File: config.mk
export PLATFORM = sky130hd
export DESIGN_NAME = hamming_byte_encoder_flat
export DESIGN_NICKNAME = d
export VERILOG_FILES = /design/src/rtl/hamming_byte_encoder_if.sv /design/src/rtl/hamming_byte_encoder.sv /design/src/flat_wrapper.sv
export SDC_FILE = /design/constraint.sdc
export NUM_CORES = 1
export LEC_CHECK = 0
export CORE_MARGIN = 2
export CORE_UTILIZATION = 45
export CTS_BUF_LIST = sky130_fd_sc_hd__clkbuf_2
export DETAILED_ROUTE_END_ITERATION = 10
export GPL_ROUTABILITY_DRIVEN = 0
export GPL_TIMING_DRIVEN = 1
export PLACE_DENSITY = 0.78
export SYNTH_ARGS = -nofsm -noshare
export SYNTH_HDL_FRONTEND = slang
export SYNTH_SLANG_ARGS = --single-unit
File: constraint.sdc
create_clock -name clk -period 1.9 [get_ports clk]
set_input_delay 0.285 -clock clk [delete_from_list [all_inputs] [get_ports clk]]
set_output_delay 0.285 -clock clk [all_outputs]
set_load 0.03 [all_outputs]
File: src/rtl/hamming_byte_encoder_if.sv
// Byte-in / codeword-out streaming bus for the Hamming(7,4) byte encoder.
// CW_W is 8 when HAMMING_SECDED_EN is defined (extra overall-parity bit), else 7.
interface hamming_byte_encoder_if #(
  parameter int unsigned CNT_W = 16,
`ifdef HAMMING_SECDED_EN
  parameter int unsigned CW_W  = 8
`else
  parameter int unsigned CW_W  = 7
`endif
);
  logic [7:0]       in_data;
  logic             in_valid;
  logic             in_ready;
  logic [CW_W-1:0]  out_code;
  logic             out_valid;
  logic             out_ready;
  logic             out_last;
  logic [CNT_W-1:0] byte_cnt;

  // Source/sink side: feeds bytes, consumes codewords.
  modport master (
    output in_data, in_valid, out_ready,
    input  in_ready, out_code, out_valid, out_last, byte_cnt
  );

  // Encoder side.
  modport slave (
    input  in_data, in_valid, out_ready,
    output in_ready, out_code, out_valid, out_last, byte_cnt
  );
endinterface

File: src/rtl/hamming_byte_encoder.sv
// Streaming Hamming(7,4) encoder: one byte in, two codewords out, one byte per two clocks.
// Define HAMMING_SECDED_EN to append an even overall-parity bit as out_code[7].
module hamming_byte_encoder #(
  parameter bit          LSN_FIRST = 1'b1,
  parameter int unsigned CNT_W     = 16
) (
  input logic                   clk,
  input logic                   rst,
  hamming_byte_encoder_if.slave bus
);

`ifdef HAMMING_SECDED_EN
  localparam int unsigned CW_W = 8;
`else
  localparam int unsigned CW_W = 7;
`endif

  typedef enum logic [1:0] {StEmpty, StFirst, StSecond} state_e;

  state_e           state_q, state_d;
  logic [7:0]       byte_q;
  logic [CNT_W-1:0] byte_cnt_q;

  logic             load;
  logic             cnt_inc;
  logic             in_ready;
  logic             out_valid;
  logic             out_last;
  logic [3:0]       nibble;
  logic [6:0]       code7;
  logic [CW_W-1:0]  out_code;

  // Bit order {d3,d2,d1,p3,d0,p2,p1} matches the link's decoder.
  function automatic logic [6:0] enc(input logic [3:0] d);
    return {d[3], d[2], d[1], d[1] ^ d[2] ^ d[3], d[0], d[0] ^ d[2] ^ d[3], d[0] ^ d[1] ^ d[3]};
  endfunction

  always_ff @(posedge clk) begin
    if (rst) begin
      state_q    <= StEmpty;
      byte_q     <= 8'h00;
      byte_cnt_q <= '0;
    end else begin
      state_q <= state_d;
      if (load) byte_q <= bus.in_data;
      if (cnt_inc) byte_cnt_q <= byte_cnt_q + CNT_W'(1);
    end
  end

  always_comb begin
    state_d   = state_q;
    load      = 1'b0;
    cnt_inc   = 1'b0;
    in_ready  = 1'b0;
    out_valid = 1'b0;
    out_last  = 1'b0;
    nibble    = 4'h0;
    unique case (state_q)
      StEmpty: begin
        in_ready = 1'b1;
        if (bus.in_valid) begin
          load    = 1'b1;
          state_d = StFirst;
        end
      end
      StFirst: begin
        out_valid = 1'b1;
        nibble    = LSN_FIRST ? byte_q[3:0] : byte_q[7:4];
        if (bus.out_ready) state_d = StSecond;
      end
      StSecond: begin
        out_valid = 1'b1;
        out_last  = 1'b1;
        nibble    = LSN_FIRST ? byte_q[7:4] : byte_q[3:0];
        // Accepting during the final handshake keeps the stream bubble-free.
        in_ready  = bus.out_ready;
        if (bus.out_ready) begin
          cnt_inc = 1'b1;
          if (bus.in_valid) begin
            load    = 1'b1;
            state_d = StFirst;
          end else begin
            state_d = StEmpty;
          end
        end
      end
      default: state_d = StEmpty;
    endcase
  end

  assign code7 = out_valid ? enc(nibble) : 7'h00;

`ifdef HAMMING_SECDED_EN
  assign out_code = {^code7, code7};
`else
  assign out_code = code7;
`endif

  assign bus.in_ready  = in_ready;
  assign bus.out_valid = out_valid;
  assign bus.out_last  = out_last;
  assign bus.out_code  = out_code;
  assign bus.byte_cnt  = byte_cnt_q;

endmodule

File: src/flat_wrapper.sv
// flat-port wrapper written by rule: the top's interface ports become plain ports
module hamming_byte_encoder_flat 
#(
  parameter bit          LSN_FIRST = 1'b1,
  parameter int unsigned CNT_W     = 16
)
  (clk, rst, bus_in_data, bus_in_valid, bus_out_ready, bus_in_ready, bus_out_code, bus_out_valid, bus_out_last, bus_byte_cnt);
  hamming_byte_encoder_if #(.CNT_W(CNT_W)) bus_i ();
  input logic clk;
  input logic rst;
  input wire logic [$bits(bus_i.in_data)-1:0] bus_in_data;
  input wire logic [$bits(bus_i.in_valid)-1:0] bus_in_valid;
  input wire logic [$bits(bus_i.out_ready)-1:0] bus_out_ready;
  output wire logic [$bits(bus_i.in_ready)-1:0] bus_in_ready;
  output wire logic [$bits(bus_i.out_code)-1:0] bus_out_code;
  output wire logic [$bits(bus_i.out_valid)-1:0] bus_out_valid;
  output wire logic [$bits(bus_i.out_last)-1:0] bus_out_last;
  output wire logic [$bits(bus_i.byte_cnt)-1:0] bus_byte_cnt;
  assign bus_i.in_data = bus_in_data;
  assign bus_i.in_valid = bus_in_valid;
  assign bus_i.out_ready = bus_out_ready;
  assign bus_in_ready = bus_i.in_ready;
  assign bus_out_code = bus_i.out_code;
  assign bus_out_valid = bus_i.out_valid;
  assign bus_out_last = bus_i.out_last;
  assign bus_byte_cnt = bus_i.byte_cnt;
  hamming_byte_encoder #(.LSN_FIRST(LSN_FIRST), .CNT_W(CNT_W)) u_core (.clk(clk), .rst(rst), .bus(bus_i));
endmodule
==> impl_metrics.py <==
metrics = {
    "logic_synthesis": {
        "postSynthCellCount": 172,
        "synth_common_cells": "dfxtp_1, nand2_1, a21oi_1",
        "ys_top_cells_by_area": "dfxtp_1, a21oi_1, ha_1",
        "yosys_warnings": 0,
        "synth_top_flop_cell": "dfxtp_1",
        "postSynthNetCount": 191,
        "syn_avg_cell_area_sq_um": 8.12,
        "synth-edff-count": 0,
        "mappedNetlistArea_sq_um": 1400,
        "synthMostInstantiatedCell": "dfxtp_1",
        "synth_sequential_area_ratio_pct": 37.3,
        "yosysTopAreaCellShare_pct": 37.3,
        "post_synth_num_cell_types": 34,
        "yosys.area.top_type": "dfxtp_1",
        "async_flop_share_pct": 0,
        "synth.ff_latch_count": 26,
    },
    "die": {
        "initial_utilization_pct": 46.5,
        "floorplan.core_area_sq_um": 3000,
        "die_h_um": 59.7,
        "io_pins": 38,
        "die_w_um": 59.7,
        "floorplan.die_area_sq_um": 3560,
        "floorplan.rows": 20,
    },
    "clock_tree": {
        "cts_hold_buf": 0,
        "cts_buffer_depth": 2,
        "clock_tree.root_cell": "clkbuf_2",
        "tritoncts_clock_tree": "done",
        "cts-htree-levels": 1,
        "clkTransAtPathRegs_ns": 0.24,
        "tritoncts.num_buffers": 3,
        "cts_sinks": 26,
        "clk-insertion-delay-late_ns": 0.35,
    },
    "timing": {
        "setup-violations-final": 13,
        "post-route-worst-setup-slack_ns": -0.499,
        "slew_headroom_pct": 71.6,
        "tightest_slew_ns": 0.421,
        "final_min_period_over_clock_period_pct": 126,
        "setup_repair_after_global_routing_missed_its_margin": "yes",
        "report.final.hold_viol_count": 0,
        "final_period_minus_worst_setup_slack_ns": 2.40,
        "fmaxAchievable_mhz": 417,
        "timing.clock.skew_ns": 0.00696,
        "final-max-slew-violation-count": 0,
        "fin_setup_tns_ns": -3.19,
        "hold_slack_ns": 0.462,
    },
    "placement": {
        "setup_ws_pre_cts_ns": -0.432,
        "placedInstanceArea_sq_um": 1980,
        "hpwl_um": 2750,
        "portBuffers": 37,
        "placed_cells_incl_taps": 257,
    },
    "worst_setup_path": {
        "worst_ep_arrival_time_ns": 2.11,
        "timing.critical_path.max_delay_family": "compound AO/OA/AOI/OAI gates",
        "worst-r2r-setup-slack_ns": -0.17,
        "crit_path_top_delay_cell": "dfxtp_4",
        "worstPathRequired_ns": 1.62,
        "start_kind": "flip-flop",
        "end_kind": "output pin",
        "peak_fanout_along_the_critical_path": 5,
        "cp_num_buf_inv": 3,
        "origin_of_the_critical_flop_to_flop_path": "u_core.state_q[0]$_SDFFE_PP0P_",
        "critical-path-max-stage-delay_ns": 0.41,
        "worstPathCellList": "inv_2 -> ha_4 -> nand2_1 -> buf_4 -> a22o_1 -> a22oi_2 -> mux2i_4 -> buf_6",
        "worst-setup-path-type": "flip-flop to output pin",
        "crit_path_start": "u_core.state_q[1]$_SDFFE_PP0P_",
    },
    "final_layout": {
        "nNetsFinal": 257,
        "finish.utilization_pct": 78.0,
        "fin_area_sq_um": 2340,
        "fin_cells": 270,
        "drive_gt1_share_pct": 37.1,
        "num_antenna_cells": 0,
        "flow.area_growth_from_synthesis_pct": 67.7,
    },
    "power_and_ir_drop": {
        "cellInternalPower_mw": 1.51,
        "power.net_switching_mw": 0.914,
        "power.density_cell_area_nw_per_um2": 1040,
        "p_total_mw": 2.43,
        "total_leakage_power_nw": 0.979,
        "seqPwrFrac_pct": 27.8,
        "netSwitchingFraction_pct": 37.6,
        "share_clk_of_total_power_pct": 14.3,
        "power.share.combinational_pct": 57.9,
        "ir_worst_vdd_mv": 0.611,
    },
    "routing": {
        "detail_route.drc_violations": 0,
        "firstDrtPassIters": 4,
        "final_wirelength_um": 4590,
        "routed-via-count": 1561,
        "final_antenna_net_count": 0,
        "drt_iter0_drc": 65,
        "detail_route.vias_per_cell": 5.78,
        "routed_wire_length_per_instance_um": 17.0,
    },
    "worst_hold_path": {
        "hold_path_startpoint": "bus_in_data[1]",
        "hold_path_class": "primary input to flip-flop",
    },
    "grt": {
        "maximum_number_of_pins_on_one_net_before_global_route_repair": 27,
        "antenna_found_initial": 0,
        "grt_first_pass_wirelength_um": 6510,
        "grt_util_all_layers_pct": 23.5,
        "sum_of_overflow_across_all_layers_after_global_routing": 0,
        "first_global_vias": 1467,
    },
    "flow_run": {
        "cap_violations": 0,
    },
    "status": {
        "status": "complete, but fails checks",
        "failed_checks": "setup timing",
    },
}
-- worst paths after layout --
check,end,cells past startpoint
worst max-delay path,bus_out_code[1],8
worst min-delay path,u_core.byte_q[1]$_SDFFE_PP0P_,3
worst max register to register,u_core.bus.byte_cnt[15]$_SDFFE_PP0P_,9
worst min register to register,u_core.byte_q[2]$_SDFFE_PP0P_,2
-- power groups by stage --
| stage | combinational (mW) | clock, mW | sequential (mW) |
|---|---|---|---|
| 6_report | 1.41 | 0.346 | 0.675 |
| 5_1_grt | 1.47 | 0.366 | 0.680 |
| 4_1_cts | 1.09 | 0.353 | 0.667 |
| 3_5_place_dp | 0.919 | 0 | 0.660 |
| 3_3_place_gp | 0.894 | 0 | 0.655 |
| 2_1_floorplan | 0.585 | 0 | 0.661 |
-- flip-flops by register name, summed over array words and instances (netlist names) --
| signal | flops |
|---|---|
| u_core.byte_q | 8 |
| u_core.state_q | 2 |
| u_core.bus.byte_cnt | 16 |
-- layout make-up --
cell class | count | area [sq um]
Tap cell | 33 | 41.3
Clock inverter | 1 | 30.0
Timing Repair Buffer | 69 | 661
Multi-Input combinational cell | 131 | 1040
Clock buffer | 3 | 15.0
Sequential cell | 26 | 528
Fill cell | 191 | 661
Inverter | 7 | 28.8
-- worst register-to-register path, cell delays in order, from the launching register on --
cell,delay (ns)
dfxtp_4,0.42
inv_4,0.07
buf_4,0.12
buf_6,0.10
buf_6,0.09
ha_4,0.16
nand4_4,0.12
or4_4,0.44
or3_4,0.38
a21oi_2,0.13
-- cells by family after synthesis --
| logic type | synth area share (%) |
|---|---|
| flip-flops | 37.3 |
| AND/OR/NAND/NOR | 26.3 |
| adder cells (fa/ha/maj) | 6.27 |
| AO/OA/AOI/OAI | 15.9 |
| multiplexers | 4.48 |
| buffers and inverters | 4.12 |
| XOR/XNOR | 5.64 |
-- metal layers --
metal	GRT usage, %	up-vias	wire length [um]
li1	-	735	-
met1	27.3	757	1800
met2	43.5	59	2510
met3	3.68	10	208
met4	7.30	0	71
met5	0	-	0
-- cell usage in the layout, fill, tap and decap left out, types with 5 or more instances in the layout --
cell,synthesis,final
dfxtp_1,26,24
clkdlybuf4s50_1,0,22
buf_4,0,22
nand2_1,22,19
buf_6,0,18
nor2_1,15,15
a21oi_1,19,14
nand3_1,14,13
a21oi_2,0,5
xnor2_1,5,5
dlymetal6s2s_1,0,5
-- repair_timing --
action	CTS	global route
setup buffers	5	6
resized for setup	32	39
pin swaps	6	8
endpoints found under the setup margin	13	20
(Power assumes the default switching activity.)
